===== config.mk =====
export PLATFORM = sky130hd
export DESIGN_NAME = nes_joypad_port
export DESIGN_NICKNAME = d
export VERILOG_FILES = /design/src/rtl/nes_joypad_port.sv
export SDC_FILE = /design/constraint.sdc
export NUM_CORES = 1
export LEC_CHECK = 0
export BUFFER_PORTS_ARGS = -buffer_cell sky130_fd_sc_hd__buf_4
export CAP_MARGIN = 20
export CORE_MARGIN = 3
export CORE_UTILIZATION = 55
export DETAILED_ROUTE_END_ITERATION = 8
export GPL_TIMING_DRIVEN = 0
export PLACE_DENSITY = 0.8
export SKIP_CTS_REPAIR_TIMING = 1
export SYNTH_ARGS = -nofsm -noshare
export SYNTH_HDL_FRONTEND = slang
export SYNTH_SLANG_ARGS = --single-unit

===== constraint.sdc =====
create_clock -name i_clk -period 2.2 [get_ports i_clk]
set_clock_uncertainty 0.15 [all_clocks]
set_input_delay 0.33 -clock i_clk [delete_from_list [all_inputs] [get_ports i_clk]]
set_output_delay 0.33 -clock i_clk [all_outputs]
set_load 0.01 [all_outputs]

===== src/rtl/nes_joypad_port.sv =====
// NES controller port ($4016 bit 0): captures sampler polls, filters SOCD, ages out stale data.
// Optional turbo masking on A/B is enabled by defining NES_JOYPAD_TURBO_EN.
module nes_joypad_port #(
  parameter int STALE_CYCLES = 1350000,
  parameter int TURBO_DIV    = 450000
) (
  input  logic       i_clk,
  input  logic       i_rst,
  input  logic [7:0] i_button_state,
  input  logic       i_data_available,
  input  logic       i_strobe_we,
  input  logic       i_strobe_data,
  input  logic       i_read,
  input  logic       i_turbo_a,
  input  logic       i_turbo_b,
  output logic       o_read_data,
  output logic [7:0] o_snapshot,
  output logic       o_connected
);

  localparam int STALE_W = $clog2(STALE_CYCLES + 1);
  localparam logic [STALE_W-1:0] STALE_MAX  = STALE_W'(STALE_CYCLES);
  localparam logic [STALE_W-1:0] STALE_LAST = STALE_W'(STALE_CYCLES - 1);

  localparam logic [1:0] ST_SHIFT     = 2'd0;
  localparam logic [1:0] ST_STROBE    = 2'd1;
  localparam logic [1:0] ST_EXHAUSTED = 2'd2;

  logic               avail_q;
  logic               capture;
  logic [7:0]         filtered;
  logic [7:0]         snapshot;
  logic [7:0]         effective;
  logic [STALE_W-1:0] stale_cnt;
  logic               connected;
  logic [1:0]         state;
  logic [3:0]         count;
  logic [7:0]         shreg;

  assign capture = i_data_available & ~avail_q;

  // Opposing D-pad directions cancel each other out.
  always_comb begin
    filtered = i_button_state;
    if (i_button_state[4] & i_button_state[5]) filtered[5:4] = 2'b00;
    if (i_button_state[6] & i_button_state[7]) filtered[7:6] = 2'b00;
  end

  always_ff @(posedge i_clk) begin
    if (i_rst) avail_q <= 1'b0;
    else       avail_q <= i_data_available;
  end

  // A capture always beats the staleness timeout landing on the same edge.
  always_ff @(posedge i_clk) begin
    if (i_rst) begin
      snapshot  <= 8'h00;
      stale_cnt <= '0;
      connected <= 1'b0;
    end else if (capture) begin
      snapshot  <= filtered;
      stale_cnt <= '0;
      connected <= 1'b1;
    end else if (stale_cnt != STALE_MAX) begin
      stale_cnt <= stale_cnt + 1'b1;
      if (stale_cnt == STALE_LAST) begin
        snapshot  <= 8'h00;
        connected <= 1'b0;
      end
    end
  end

`ifdef NES_JOYPAD_TURBO_EN
  localparam int TURBO_W = $clog2(TURBO_DIV + 1);
  localparam logic [TURBO_W-1:0] TURBO_LAST = TURBO_W'(TURBO_DIV - 1);

  logic [TURBO_W-1:0] turbo_cnt;
  logic               phase;

  always_ff @(posedge i_clk) begin
    if (i_rst) begin
      turbo_cnt <= '0;
      phase     <= 1'b0;
    end else if (turbo_cnt == TURBO_LAST) begin
      turbo_cnt <= '0;
      phase     <= ~phase;
    end else begin
      turbo_cnt <= turbo_cnt + 1'b1;
    end
  end

  assign effective = {snapshot[7:2],
                      snapshot[1] & (~i_turbo_b | phase),
                      snapshot[0] & (~i_turbo_a | phase)};
`else
  logic unused_turbo;
  assign unused_turbo = i_turbo_a ^ i_turbo_b ^ (TURBO_DIV == 0);
  assign effective    = snapshot;
`endif

  // Reloads always sample the registered snapshot, so a coincident capture shows up one cycle later.
  always_ff @(posedge i_clk) begin
    if (i_rst) begin
      state <= ST_SHIFT;
      count <= 4'd0;
      shreg <= 8'h00;
    end else if (i_strobe_we) begin
      state <= i_strobe_data ? ST_STROBE : ST_SHIFT;
      count <= 4'd0;
      shreg <= effective;
    end else begin
      case (state)
        ST_STROBE: begin
          count <= 4'd0;
          shreg <= effective;
        end
        ST_SHIFT: begin
          if (i_read) begin
            shreg <= {1'b1, shreg[7:1]};
            count <= count + 4'd1;
            if (count == 4'd7) state <= ST_EXHAUSTED;
          end
        end
        ST_EXHAUSTED: begin
        end
        default: state <= ST_SHIFT;
      endcase
    end
  end

  assign o_read_data = (state == ST_EXHAUSTED) ? 1'b1 : shreg[0];
  assign o_snapshot  = snapshot;
  assign o_connected = connected;

endmodule


==> flow_summary_export.csv <==
group,metric,value,unit
route,drcViolationCount,0,
clock_network,clk_latency,0.30,ns
floorplanning,pin_count,26,
floorplanning,rows,21,
clock_network,clock_sinks,45,
logic_synthesis,seq_area_frac_synth,0.4311,
floorplanning,dieHeight,67.64,µm
sta,hold_viol_final,0,
sta,rsz0062_at_grt,"no",
sta,setup_viol,0,
logic_synthesis,synth_cells,229,
worst_hold_path,hp-class,"in -> reg",
worst_setup_path,cp_top_family,"compound AO/OA/AOI/OAI gates",
clock_network,cts_max_level,2,
pwr,ir_drop,520.6,µV
global_route,gr-total-overflow,0,
worst_setup_path,timing.rr.start,"state[1]$_SDFFE_PP0P_",
job,cap_viol_max_count,0,
route,routed_wl,4072,µm
worst_setup_path,worstPathRequired,2.27,ns
global_route,grt_start_max_net_pins,17,
sta,setup-tns-final,0,ns
worst_setup_path,setup.worst_path.start_class,"flop",
sta,finalCriticalPeriod,1.962,ns
worst_setup_path,crit_start,"state[1]$_SDFFE_PP0P_",
logic_synthesis,synth_ff_type,"dfxtp_1",
route,wl_per_cell,13.35,µm
route,ant_nets,0,
sta,fmax,0.5098,GHz
worst_setup_path,crit_type,"reg -> reg",
cells_and_area,drive_above_1_share,0.1622,
logic_synthesis,synth.largest_area_cell,"dfxtp_1",
worst_setup_path,arrival,2.03,ns
placed_design,gp_congestion,0.7471,
global_route,grt_pass1_vias,1607,
cells_and_area,fin_area,0.002406,mm²
sta,final_max_slew_viol_count,0,
logic_synthesis,synthArstFlopShare,0,
logic_synthesis,yosys.cell_types.count,46,
floorplanning,die-area,0.004574,mm²
floorplanning,fp.coreArea,0.003495,mm²
clock_network,numCtsBuffers,5,
route,dr_total_vias,1744,
cells_and_area,fillers,295,
floorplanning,start_util,0.5979,
clock_network,cts_tree,"done",
cells_and_area,utilization,0.6885,
worst_setup_path,slowest_stage,"dfxtp_1",
logic_synthesis,synth.avg_cell_area,9.124,µm²
route,wl_met3,182,µm
route,maxUsedRoutingLayer,"met4",
route,dr_wl_met2,1944,µm
logic_synthesis,syn_nets,251,
logic_synthesis,synthTopCellsByArea,"dfxtp_1, xor2_1, nor2_1, ha_1, a21oi_1",
route,via_per_inst,5.718,
route,drt-initial-drc-count,105,
floorplanning,die_width,67.64,µm
logic_synthesis,synth_top_area_frac,0.4311,
global_route,antenna_found_initial,0,
logic_synthesis,yosysWarningCount,0,
pwr,power.density,630.0,mW/mm²
logic_synthesis,synth_edf_count,0,
sta,post-route-period-util,0.8916,
pwr,cellLeakagePower,0.9549,nW
logic_synthesis,ys_ff_latch,45,
cells_and_area,areaGrowthSynthToFinish,15.15,%
clock_network,cts_buffer_depth,2,
pwr,fin_total_pwr,1.516,mW
cells_and_area,nets,280,
clock_network,root_buffer,"clkbuf_8",
worst_setup_path,crit_path_end_kind,"flop",
outcome,status,"completed",
global_route,grt_use_total,0.1994,
sta,max_slew_margin,0.6783,
logic_synthesis,synth_area,0.002090,mm²
worst_setup_path,worst-path-buf-inv,2,
placed_design,port_buffers,22,
clock_network,cts.clk_slew.worst_paths,0.09,ns
worst_setup_path,cp_slowest_stage_delay,0.37,ns
placed_design,place_area,0.002312,mm²
sta,holdWs,0.08441,ns
worst_hold_path,hp-start,"i_button_state[0]",
worst_setup_path,critPathMaxFanout,10,
route,wl_met1,1904,µm
sta,worst_pin_slew,0.4810,ns
worst_setup_path,cp_cell_sequence,"inv_1 -> ha_1 -> nor2b_1 -> o21bai_1 -> buf_2 -> nor2_1 -> a211oi_1",
route,drt_pass1_iterations,4,
cells_and_area,diodes,0,
placed_design,dpl.hpwl,2986,µm
global_route,grt_pass1_wl,6982,µm
routing by layer:
layer | track usage | vias up
met1 | 0.2515 | 824
met4 | 0.05823 | 0
met5 | 0 | -
li1 | - | 887
met3 | 0.05324 | 5
met2 | 0.3317 | 28
final timing paths:
check / cells after the start / slack (ns) / end
worst max-delay path: 7 / 0.24 / shreg[4]$_SDFFE_PP0P_
worst min-delay path: 2 / 0.08 / o_snapshot[0]$_SDFFE_PP0P_
worst max register to register: 7 / 0.24 / shreg[4]$_SDFFE_PP0P_
worst min register to register: 2 / 0.33 / stale_cnt[20]$_SDFFE_PP0P_
cells in the mapped netlist, types with 2 or more instances:
library cell and instances:
nor4b_1 2, nand2_1 9, nand4_1 7, a32o_1 4
o21ai_0 11, nand4b_1 2, or3_1 8, nor2_1 24
and2_1 4, a21oi_1 14, mux2i_1 7, buf_2 2
nand3_1 6, inv_1 10, buf_4 3, xor2_1 11
or2_2 2, nor3_1 3, dfxtp_1 45, nor2b_1 5
clkbuf_1 5, a211oi_1 8, ha_1 6, and4_1 5
a22o_1 4, and3_1 2
report_power, final:
part	switching, mW	internal [mW]	total, mW
Clock	0.295	0.229	0.524
Combinational	0.0714	0.0654	0.137
Sequential	0.0165	0.839	0.855
registers in the layout, indices dropped and copies added (netlist names):
register	flops
avail_q	1
shreg	8
count	4
o_connected	1
state	2
stale_cnt	21
o_snapshot	8
cells by family (layout without fill, tap and decap cells):
family	Yosys count	in the layout	share of synthesized area
multiplexers	7	7	0.03353
buffers and inverters	21	51	0.04431
AO/OA/AOI/OAI	48	48	0.1551
adder cells (fa/ha/maj)	6	6	0.03593
XOR/XNOR	11	11	0.04611
AND/OR/NAND/NOR	91	91	0.2539
flip-flops	45	45	0.4311
cells in the final DEF, fill, tap and decap left out, drive strengths merged, types with 6 or more instances in the layout:
master and n:
nand3 7, o21ai 11, nand2 9, nor2 24, clkbuf 10, ha 6
xor2 11, mux2i 7, inv 11, or3 8, buf 28, nand4 8
a21oi 14, dfxtp 45, a211oi 8
area by class of cell:
| type | count | area (µm²) | share of cell area |
|---|---|---|---|
| plain buffers | 11 | 55.05 | 0.02288 |
| clock buffers | 5 | 68.82 | 0.02860 |
| clock inverters | 3 | 25.02 | 0.01040 |
| inverters | 10 | 37.54 | 0.01560 |
| multi-input cells | 163 | 1096 | 0.4555 |
| flip-flops and latches | 45 | 900.9 | 0.3744 |
| well taps | 46 | 57.56 | 0.02392 |
| repair buffers | 22 | 165.2 | 0.06864 |
stage by stage:
step           cells  setup WS, ns
3_3_place_gp     297        0.2611
3_5_place_dp     297        0.2471
2_1_floorplan    229        0.4662
4_1_cts          305        0.2217
6_report         305        0.2384
5_1_grt          305       0.07026
No activity file was read; power rests on OpenSTA's default activity.
